## config.mk

```make
export PLATFORM = sky130hd
export DESIGN_NAME = mmu_array
export DESIGN_NICKNAME = d
export VERILOG_FILES = /design/src/rtl/mmu_array.sv
export SDC_FILE = /design/constraint.sdc
export NUM_CORES = 1
export LEC_CHECK = 0
export BUFFER_PORTS_ARGS = -buffer_cell sky130_fd_sc_hd__buf_2
export CORE_MARGIN = 2
export CORE_UTILIZATION = 41
export DETAILED_ROUTE_END_ITERATION = 12
export MAX_ROUTING_LAYER = met4
export PLACE_DENSITY = 0.64
export RECOVER_POWER = 100
export SLEW_MARGIN = 20
export SYNTH_ARGS = -nofsm -noshare
export SYNTH_HDL_FRONTEND = slang
export SYNTH_SLANG_ARGS = --single-unit
```

## constraint.sdc

```tcl
create_clock -name clk -period 11.7 [get_ports clk]
set_input_delay 1.17 -clock clk [delete_from_list [all_inputs] [get_ports clk]]
set_output_delay 1.17 -clock clk [all_outputs]
set_load 0.05 [all_outputs]
```

## src/rtl/mmu_array.sv

```systemverilog
// mmu_array: NxN output-stationary systolic tile computing C = A x B.
// Column k of A and row k of B arrive together as one beat. Each row of A
// and each column of B is skewed so that matching operands meet in every PE.
// After the last beat the array is flushed, then result rows drain one per
// handshake.
//
// state     | meaning
// ----------+-------------------------------------------------------------
// S_IDLE    | no tile in flight, accumulators are zero, waiting for a beat
// S_COMPUTE | tile in progress, accepting beats until in_last
// S_FLUSH   | 2N-1 cycles letting skewed data reach the far corner PE
// S_DRAIN   | offering result rows 0..N-1 on out_row
module mmu_array #(
  parameter int N      = 2,
  parameter int DW     = 8,
  parameter int AW     = 2*DW+4,
  parameter int SIGNED = 0
) (
  input  logic                   clk,
  input  logic                   rst_n,
  input  logic                   in_valid,
  output logic                   in_ready,
  input  logic [N*DW-1:0]        a_in,
  input  logic [N*DW-1:0]        b_in,
  input  logic                   in_last,
  output logic                   out_valid,
  input  logic                   out_ready,
  output logic [N*AW-1:0]        out_row,
  output logic [$clog2(N)-1:0]   out_idx,
  output logic                   busy
);

  localparam int IW = $clog2(N);
  localparam int CW = $clog2(2*N);

  typedef enum logic [1:0] {S_IDLE, S_COMPUTE, S_FLUSH, S_DRAIN} state_t;

  state_t          state_q, state_d;
  logic            accept;
  logic            drain_done;
  logic [CW-1:0]   flush_cnt_q;
  logic [IW-1:0]   row_q;

  logic [N-1:0][DW-1:0]         a_edge, b_edge;
  logic [N-1:0][DW-1:0]         a_ent, b_ent;
  logic [N-1:0][N-1:0][DW-1:0]  a_pe, b_pe;
  logic [N-1:0][N-1:0][AW-1:0]  acc_pe;

  // Operands are extended to AW before multiplying; the low AW bits of that
  // product equal the true product modulo 2^AW.
  function automatic logic [AW-1:0] mul_ext(input logic [DW-1:0] x, input logic [DW-1:0] y);
    logic [AW-1:0] xe, ye;
    if (SIGNED != 0) begin
      xe = {{(AW-DW){x[DW-1]}}, x};
      ye = {{(AW-DW){y[DW-1]}}, y};
    end else begin
      xe = {{(AW-DW){1'b0}}, x};
      ye = {{(AW-DW){1'b0}}, y};
    end
    return xe * ye;
  endfunction

  assign in_ready   = (state_q == S_IDLE) || (state_q == S_COMPUTE);
  assign accept     = in_valid && in_ready;
  assign drain_done = (state_q == S_DRAIN) && out_ready && (row_q == IW'(N-1));

  // Zeros enter the edge on every cycle without an accepted beat.
  assign a_edge = accept ? a_in : '0;
  assign b_edge = accept ? b_in : '0;

  // State register.
  always_ff @(posedge clk or negedge rst_n) begin
    if (!rst_n) state_q <= S_IDLE;
    else        state_q <= state_d;
  end

  // Next-state and handshake outputs.
  always_comb begin
    state_d   = state_q;
    out_valid = 1'b0;
    busy      = 1'b1;
    unique case (state_q)
      S_IDLE: begin
        busy = 1'b0;
        if (accept) state_d = in_last ? S_FLUSH : S_COMPUTE;
      end
      S_COMPUTE: if (accept && in_last) state_d = S_FLUSH;
      S_FLUSH:   if (flush_cnt_q == '0) state_d = S_DRAIN;
      S_DRAIN: begin
        out_valid = 1'b1;
        if (drain_done) state_d = S_IDLE;
      end
      default: state_d = S_IDLE;
    endcase
  end

  // Flush timer: loaded with 2N-2 on entry, leaves FLUSH at terminal count zero.
  always_ff @(posedge clk or negedge rst_n) begin
    if (!rst_n)                                        flush_cnt_q <= '0;
    else if (state_q != S_FLUSH && state_d == S_FLUSH) flush_cnt_q <= CW'(2*N-2);
    else if (state_q == S_FLUSH && flush_cnt_q != '0)  flush_cnt_q <= flush_cnt_q - CW'(1);
  end

  // Drain row pointer, advanced on each result handshake.
  always_ff @(posedge clk or negedge rst_n) begin
    if (!rst_n)                               row_q <= '0;
    else if (state_q == S_DRAIN && out_ready) row_q <= drain_done ? '0 : row_q + IW'(1);
  end

  assign out_idx = row_q;
  assign out_row = out_valid ? acc_pe[row_q] : '0;

  genvar gi, gj;

  // Input skew: row i of A and column i of B see an i-deep delay line.
  for (gi = 0; gi < N; gi++) begin : g_skew
    if (gi == 0) begin : g_direct
      assign a_ent[gi] = a_edge[gi];
      assign b_ent[gi] = b_edge[gi];
    end else begin : g_delay
      logic [gi-1:0][DW-1:0] a_sr, b_sr;
      // Shift one stage per cycle; cleared when a tile finishes draining.
      always_ff @(posedge clk or negedge rst_n) begin
        if (!rst_n) begin
          a_sr <= '0;
          b_sr <= '0;
        end else if (drain_done) begin
          a_sr <= '0;
          b_sr <= '0;
        end else begin
          for (int k = gi-1; k > 0; k--) begin
            a_sr[k] <= a_sr[k-1];
            b_sr[k] <= b_sr[k-1];
          end
          a_sr[0] <= a_edge[gi];
          b_sr[0] <= b_edge[gi];
        end
      end
      assign a_ent[gi] = a_sr[gi-1];
      assign b_ent[gi] = b_sr[gi-1];
    end
  end

  // PE grid: A moves right, B moves down, each PE accumulates its operand pair.
  for (gi = 0; gi < N; gi++) begin : g_row
    for (gj = 0; gj < N; gj++) begin : g_col
      logic [DW-1:0] a_nxt, b_nxt, a_q, b_q;
      logic [AW-1:0] acc_q;

      if (gj == 0) begin : g_a_edge
        assign a_nxt = a_ent[gi];
      end else begin : g_a_pass
        assign a_nxt = a_pe[gi][gj-1];
      end

      if (gi == 0) begin : g_b_edge
        assign b_nxt = b_ent[gj];
      end else begin : g_b_pass
        assign b_nxt = b_pe[gi-1][gj];
      end

      // Operand pass-through and multiply-accumulate, wrapping modulo 2^AW.
      always_ff @(posedge clk or negedge rst_n) begin
        if (!rst_n) begin
          a_q   <= '0;
          b_q   <= '0;
          acc_q <= '0;
        end else if (drain_done) begin
          a_q   <= '0;
          b_q   <= '0;
          acc_q <= '0;
        end else begin
          a_q   <= a_nxt;
          b_q   <= b_nxt;
          acc_q <= acc_q + mul_ext(a_pe[gi][gj], b_pe[gi][gj]);
        end
      end

      assign a_pe[gi][gj]   = a_q;
      assign b_pe[gi][gj]   = b_q;
      assign acc_pe[gi][gj] = acc_q;
    end
  end

endmodule

```

==> reports/qor.log, run 1 <==
qor: status.run_status complete, but fails checks
qor: status.failing_checks capacitance limit, slew limit
qor: timing.maxClockFrequency 164 MHz
qor: clocking.insertion_delay 480 ps
qor: synthesis.syn-mean-instance-area 10.1 sq um
qor: job.drv_cap 8
qor: synthesis.yosysSeqAreaShare 23.3%
qor: synthesis.post_synth_inst_count 1,759
qor: route.detail_route.drc_violations 0
qor: synthesis.async_reset_ff_share 100%
qor: floorplanning.pin_count 81
qor: clocking.h-tree-depth 4
qor: placement.routability_congestion_estimate_from_global_placement 0.893
qor: worst_setup_path.required 11,920 ps
qor: route.drt_first_pass_iters 5
qor: route.via_per_inst 5.08
qor: clocking.tritoncts_clock_tree done
qor: synthesis.synth_edf_count 0
qor: timing.rsz0062_at_grt no
qor: clocking.ctsRootBufferMaster clkbuf_16
qor: synthesis.synth_top_area_share 23.3%
qor: timing.clock_skew 12.2 ps
qor: power.cellLeakagePower 0.0109 uW
qor: global_routing.grt.total_usage 20.6%
qor: layout.num-fill-cells 4,120
qor: route.wirelength 41.2 mm
qor: route.drt-initial-drc-count 636
qor: floorplanning.initial_core_util 41.4%
qor: synthesis.synthTopCellsByArea dfrtp_1 (23%), fa_1 (22%), ha_1 (20%), and2_1 (12%), inv_1 (5.2%)
qor: power.p_per_area 139 nW/um^2
qor: synthesis.syn-num-nets 2,265
qor: layout.drive_gt1_share 4.40%
qor: layout.multiInputGateArea 12,500 sq um
qor: synthesis.synth.top_cells.by_count and2_1 (328), ha_1 (277), inv_1 (248), fa_1 (192), dfrtp_1 (165)
qor: layout.area_delta_synth_final 8.32%
qor: floorplanning.core 42,900 sq um
qor: worst_setup_path.timing.critical_path.slowest_cell_delay 510 ps
qor: worst_setup_path.timing.critical_path.arrival 6330 ps
qor: placement.dpl.hpwl 33.2 mm
qor: synthesis.yosys.cell_types.count 70
qor: timing.timing.slew.headroom -138%
qor: power.total_power 2670 uW
qor: floorplanning.die_y 212 microns
qor: clocking.cts_buffer_depth 2
qor: clocking.cts.repair.resized 0
qor: worst_setup_path.cp_max_delay_cell fa_1
qor: clocking.tritoncts_num_sinks 165
qor: floorplanning.fp-row-count 76
qor: global_routing.largest_net_degree_at_the_start_of_global_routing 69
qor: synthesis.yosys.area.top_type dfrtp_1
qor: worst_setup_path.setup.worst_path.class reg2reg
qor: route.detail-route-antenna-nets 0
qor: power.irDropWorstVdd 0.000114 V
qor: worst_setup_path.crit_path_frequent_cell fa_1
qor: worst_setup_path.crit_family adder cells
qor: synthesis.synth.ff_latch_count 165
qor: layout.regArea 4130 sq um
qor: synthesis.synth.most_common_cell and2_1
qor: route.avgRoutedWirePerCell 17.0 microns
qor: timing.finalCriticalPeriod 6100 ps
qor: floorplanning.die-width 212 microns
qor: timing.worstMarginPinSlew 3580 ps
qor: clocking.worst_path_clk_slew 70 ps
qor: route.vias 12,323
qor: clocking.cts_post_setup_buffers_inserted 0
qor: clocking.cts-hold-fix-buffers 0
qor: global_routing.via_count_of_the_first_global_routing_pass 13,228
qor: worst_setup_path.critical_path_peak_fanout 8
qor: timing.timing_hold_violations_final 0
qor: worst_setup_path.critPathBufInv 4
qor: synthesis.yosysWarnings 0
qor: floorplanning.die_outline_area 45,000 sq um
qor: timing.timing.final.crit_share 52.2%
qor: layout.antenna_cells 0
qor: timing.setup_tns 0 ps
qor: placement.io_buffer_count 80
qor: worst_hold_path.min-delay-path-class reg2reg
qor: worst_setup_path.worstSetupEndpointType flop
qor: layout.finalNetCount 2,337
qor: worst_setup_path.worst-r2r-setup-slack 5600 ps
qor: timing.finalMaxSlewViolations 396
qor: synthesis.most_used_flip_flop_cell_after_synthesis dfrtp_1
qor: synthesis.syn-cell-area 17,800 sq um
qor: clocking.cts-buffers-inserted 17
qor: worst_setup_path.cp-start-kind flop
qor: worst_setup_path.critical_path.cell_chain and2_0, fa_1, fa_1, inv_1, fa_1, inv_1, ha_1, ha_1, fa_1, inv_1, fa_1, inv_1, ha_1, nand4_1, or3_1, a41oi_1, a221oi_1, o21ai_0, xnor2_1, nor2_1
qor: global_routing.first_pass_grt_wire_length 69.3 mm
qor: global_routing.antenna_violations_before_repair 0
qor: global_routing.grt.overflow.total 0
qor: timing.finalSetupViolations 0
==> power by group <==
group / switching (uW) / internal [uW]
combinational: 749 / 442
sequential: 207 / 700
clock: 263 / 306
total: 1220 / 1450
==> logic make-up (layout without fill, tap and decap cells) <==
group / Yosys count / in the layout / synth area share [%]
XOR/XNOR: 38 / 38 / 1.87
buffers and inverters: 281 / 365 / 5.97
AND/OR/NAND/NOR: 584 / 584 / 18.1
adder cells (fa/ha/maj): 469 / 469 / 41.2
multiplexers: 42 / 42 / 2.38
AO/OA/AOI/OAI: 180 / 180 / 7.24
flip-flops: 165 / 165 / 23.3
==> state kept, by name, indices dropped and copies added, names as in the netlist <==
register,count
g_row.g_col.a_q,32
g_row.g_col.b_q,32
state_q,2
g_row.g_col.a_nxt,8
out_idx,1
flush_cnt_q,2
g_row.g_col.acc_q,80
g_row.g_col.b_nxt,8
==> layer usage <==
metal | GRT usage, % | wire length [microns] | vias to the layer above
met5 | - | 0 | -
met4 | 7.50 | 1240 | 0
met3 | 3.18 | 1510 | 69
met2 | 31.5 | 18500 | 265
met1 | 27.8 | 19900 | 6139
li1 | - | - | 5850
==> cell type report <==
cell class,instances,area share (%)
clock buffer,19,2.35
timing repair buffer,86,1.91
inverter,248,4.84
sequential,165,21.5
clock inverter,12,0.611
tap,585,3.81
multi-input combinational,1313,65.0
==> stage by stage <==
stage / setup WS [ps] / instances / utilization, % / hold slack (ps) / instance area, sq um
finish: 5600 / 2428 / 44.9 / 447 / 19200
global route: 4880 / 2428 / 44.9 / 452 / 19200
CTS: 5970 / 2428 / 45.2 / 445 / 19400
detailed placement: 5970 / 2397 / 43.9 / 434 / 18800
global placement: 6090 / 2397 / 43.9 / 434 / 18800
floorplan: 6310 / 1759 / - / 428 / 17800
==> placed cells by master (no fill, tap or decap), drive strengths merged, types with 3 or more instances in the layout <==
| cell type | n |
|---|---|
| a211o | 5 |
| and2 | 328 |
| nand2 | 50 |
| nor3 | 34 |
| mux2i | 40 |
| nor4 | 3 |
| xor2 | 13 |
| buf | 36 |
| a211oi | 11 |
| o21a | 16 |
| fa | 192 |
| nor2 | 109 |
| or3 | 6 |
| clkinv | 3 |
| clkbuf | 69 |
| a2111oi | 3 |
| or2 | 4 |
| a21oi | 40 |
| a21o | 33 |
| inv | 254 |
| nand2b | 5 |
| a31oi | 10 |
| xnor2 | 25 |
| nand3 | 14 |
| a21boi | 3 |
| and3 | 11 |
| o21bai | 3 |
| nand4 | 6 |
| dfrtp | 165 |
| o21ai | 29 |
| o31ai | 6 |
| ha | 277 |
| nor2b | 8 |
==> path summary, 6_finish.rpt <==
| kind | end | start | cells past startpoint |
|---|---|---|---|
| worst max-delay path | g_row[1].g_col[1].acc_q[17] | g_row[1].g_col[1].b_q[2] | 20 |
| worst min-delay path | g_row[1].g_col[0].a_q[7] | g_row[1].g_col[0].a_nxt[7] | 1 |
| worst max register to register | g_row[1].g_col[1].acc_q[17] | g_row[1].g_col[1].b_q[2] | 20 |
| worst min register to register | g_row[1].g_col[0].a_q[7] | g_row[1].g_col[0].a_nxt[7] | 1 |
| max in group asynchronous | g_row[1].g_col[1].b_q[5] | rst_n | 2 |
| min in group asynchronous | g_row[1].g_col[0].a_nxt[6] | rst_n | 1 |
No activity file was read; power rests on OpenSTA's default activity.
==> inputs of run 2 (changes only) <==
==> constraint.sdc (replaced) <==
create_clock -name clk -period 5.7 [get_ports clk]
set_input_delay 0.57 -clock clk [delete_from_list [all_inputs] [get_ports clk]]
set_output_delay 0.57 -clock clk [all_outputs]
set_load 0.05 [all_outputs]
==> run 2 against run 1 <==
Effect of this change:
- the run still ends with capacitance limit, slew limit left
- die area stayed put
- clock skew is 2.1 ps higher
- sequential cell count did not move
==> reports/qor.log, run 2 (synthesized netlist as in run 1, its figures left out) <==
qor: status.run_status complete, but fails checks
qor: status.failing_checks capacitance limit, slew limit
qor: placement.io_buffer_count 80
qor: timing.rsz0062_at_grt yes
qor: clocking.h-tree-depth 4
qor: route.detail_route.drc_violations 0
qor: layout.antenna_cells 0
qor: floorplanning.pin_count 81
qor: timing.maxClockFrequency 180 MHz
qor: route.drt-initial-drc-count 598
qor: worst_setup_path.critical_path_peak_fanout 7
qor: layout.finalNetCount 2,379
qor: clocking.insertion_delay 490 ps
qor: worst_hold_path.min_delay_worst_endpoint g_row[1].g_col[0].a_nxt[1]
qor: worst_setup_path.crit_family adder cells
qor: worst_setup_path.critPathBufInv 4
qor: global_routing.antenna_violations_before_repair 0
qor: timing.postLayoutSetupSlackWorst 148 ps
qor: floorplanning.core 42,900 sq um
qor: power.irDropWorstVdd 0.000227 V
qor: global_routing.first_pass_grt_wire_length 70.0 mm
qor: layout.multiInputGateArea 12,700 sq um
qor: clocking.cts-hold-fix-buffers 0
qor: timing.clock_skew 14.3 ps
qor: global_routing.grt.overflow.total 0
qor: floorplanning.fp-row-count 76
qor: timing.finalCriticalPeriod 5550 ps
qor: layout.area_delta_synth_final 11.7%
qor: worst_setup_path.timing.critical_path.arrival 5890 ps
qor: floorplanning.die-width 212 microns
qor: global_routing.largest_net_degree_at_the_start_of_global_routing 64
qor: worst_setup_path.rr_worst_depth 20
qor: clocking.cts_buffer_depth 2
qor: worst_setup_path.cp-start-kind flop
qor: placement.pre_cts_slack -207 ps
qor: floorplanning.initial_core_util 41.4%
qor: worst_setup_path.worst-r2r-setup-slack 150 ps
qor: power.cellLeakagePower 0.0111 uW
qor: layout.regArea 4150 sq um
qor: clocking.cts-buffers-inserted 17
qor: layout.registers.top_by_ff_count g_row.g_col.acc_q
qor: worst_setup_path.setup.worst_path.class reg2reg
qor: global_routing.via_count_of_the_first_global_routing_pass 13,333
qor: clocking.tritoncts_clock_tree done
qor: worst_setup_path.critical_path.cell_chain and2_4, fa_1, fa_1, inv_1, fa_1, inv_1, ha_4, ha_4, fa_1, inv_1, fa_1, inv_1, ha_4, and2_4, and3_4, o211ai_1, a211o_1, a31oi_2, o21a_1, nor3_1
qor: layout.largest_registers g_row.g_col.acc_q: 80 flops, g_row.g_col.a_q: 32 flops, g_row.g_col.b_q: 32 flops
qor: route.avgRoutedWirePerCell 16.9 microns
qor: route.wirelength 41.6 mm
qor: placement.routability_congestion_estimate_from_global_placement 0.887
qor: clocking.tritoncts_num_sinks 165
qor: worst_hold_path.worstHoldStart a_in[9]
qor: route.detail-route-antenna-nets 0
qor: layout.drive_gt1_share 8.97%
qor: route.via_per_inst 5.06
qor: worst_setup_path.cp_max_delay_cell fa_1
qor: worst_setup_path.timing.critical_path.slowest_cell_delay 520 ps
qor: layout.num-fill-cells 4,049
qor: worst_hold_path.min-delay-path-class in2reg
qor: worst_setup_path.rr_startpoint g_row[0].g_col[1].b_q[2]
qor: route.drt_first_pass_iters 5
qor: worst_setup_path.required 6040 ps
qor: worst_setup_path.worstSetupEndpointType flop
qor: timing.finalMaxSlewViolations 197
qor: timing.finalSetupViolations 0
qor: floorplanning.die_outline_area 45,000 sq um
qor: global_routing.grt.total_usage 20.7%
qor: layout.fin_cells 2,470
qor: layout.largest_reg_flops 80
qor: placement.dpl.hpwl 33.9 mm
qor: timing.worstMarginPinSlew 3530 ps
qor: timing.timing_hold_violations_final 0
qor: route.vias 12,495
qor: clocking.ctsRootBufferMaster clkbuf_16
qor: job.drv_cap 4
qor: power.p_per_area 285 nW/um^2
qor: worst_hold_path.whs_path_depth 2
qor: layout.layout_common_cells ha_1 (272), and2_1 (259), inv_1 (248)
qor: worst_setup_path.critical_path.reg2reg.endpoint g_row[0].g_col[1].acc_q[18]
qor: worst_setup_path.crit_path_frequent_cell fa_1
qor: timing.timing.slew.headroom -135%
qor: floorplanning.die_y 212 microns
qor: layout.most_frequent_standard_cell_in_the_layout_excluding_fill_and_tap_cells ha_1
qor: clocking.worst_path_clk_slew 70 ps
qor: timing.timing.final.crit_share 97.4%
qor: placement.post-place-cells 2,423
==> run 2: where the power goes <==
group / leakage, uW / total [uW] / internal [uW] / switching, uW
combinational: 0.00860 / 2660 / 995 / 1660
clock: 0.000297 / 1220 / 686 / 537
sequential: 0.00220 / 1780 / 1440 / 341
==> run 2: area by class of cell <==
class | instances | area share [%]
Clock buffer | 20 | 2.35
Clock inverter | 11 | 0.700
Inverter | 248 | 4.70
Multi-Input combinational cell | 1313 | 64.2
Sequential cell | 165 | 20.9
Tap cell | 585 | 3.69
Timing Repair Buffer | 128 | 3.43
==> run 2: worst max-delay path by stage <==
stage                                  endpoint  depth (start not counted)                startpoint
floorplan           g_row[1].g_col[1].acc_q[19]                         21  g_row[1].g_col[1].b_q[2]
global route        g_row[0].g_col[1].acc_q[18]                         20  g_row[0].g_col[1].b_q[2]
global placement    g_row[0].g_col[1].acc_q[12]                         18  g_row[0].g_col[1].b_q[2]
finish              g_row[0].g_col[1].acc_q[18]                         20  g_row[0].g_col[1].b_q[2]
detailed placement  g_row[0].g_col[1].acc_q[12]                         18  g_row[0].g_col[1].b_q[2]
CTS                 g_row[0].g_col[1].acc_q[18]                         20  g_row[0].g_col[1].b_q[2]
==> run 2: stage by stage <==
step           setup TNS [ps]  power, uW  cell area [sq um]  utilization (%)  hold WS [ps]
3_3_place_gp            -37.6       4330              19000             44.3           436
2_1_floorplan               0       3560              17800                -           274
3_5_place_dp             -207       4410              19000             44.3           435
6_report                    0       5660              19800             46.2           283
4_1_cts                 -7.53       5680              19600             45.8          4.04
5_1_grt                 -68.3       6130              19800             46.2           270
==> run 2: layer usage <==
layer / global-route usage (%) / vias to the layer above / wire [microns]
met4: 4.66 / 0 / 793
met2: 32.5 / 211 / 19200
met1: 28.4 / 6294 / 20200
li1: - / 5937 / -
met3: 3.23 / 53 / 1420
met5: - / - / 0
==> run 2: what timing repair did <==
action | CTS | global route
buffers inserted | 0 | 16
resized for setup | 3 | 44
pin swaps | 0 | 15
endpoints found under the setup margin | 1 | 22
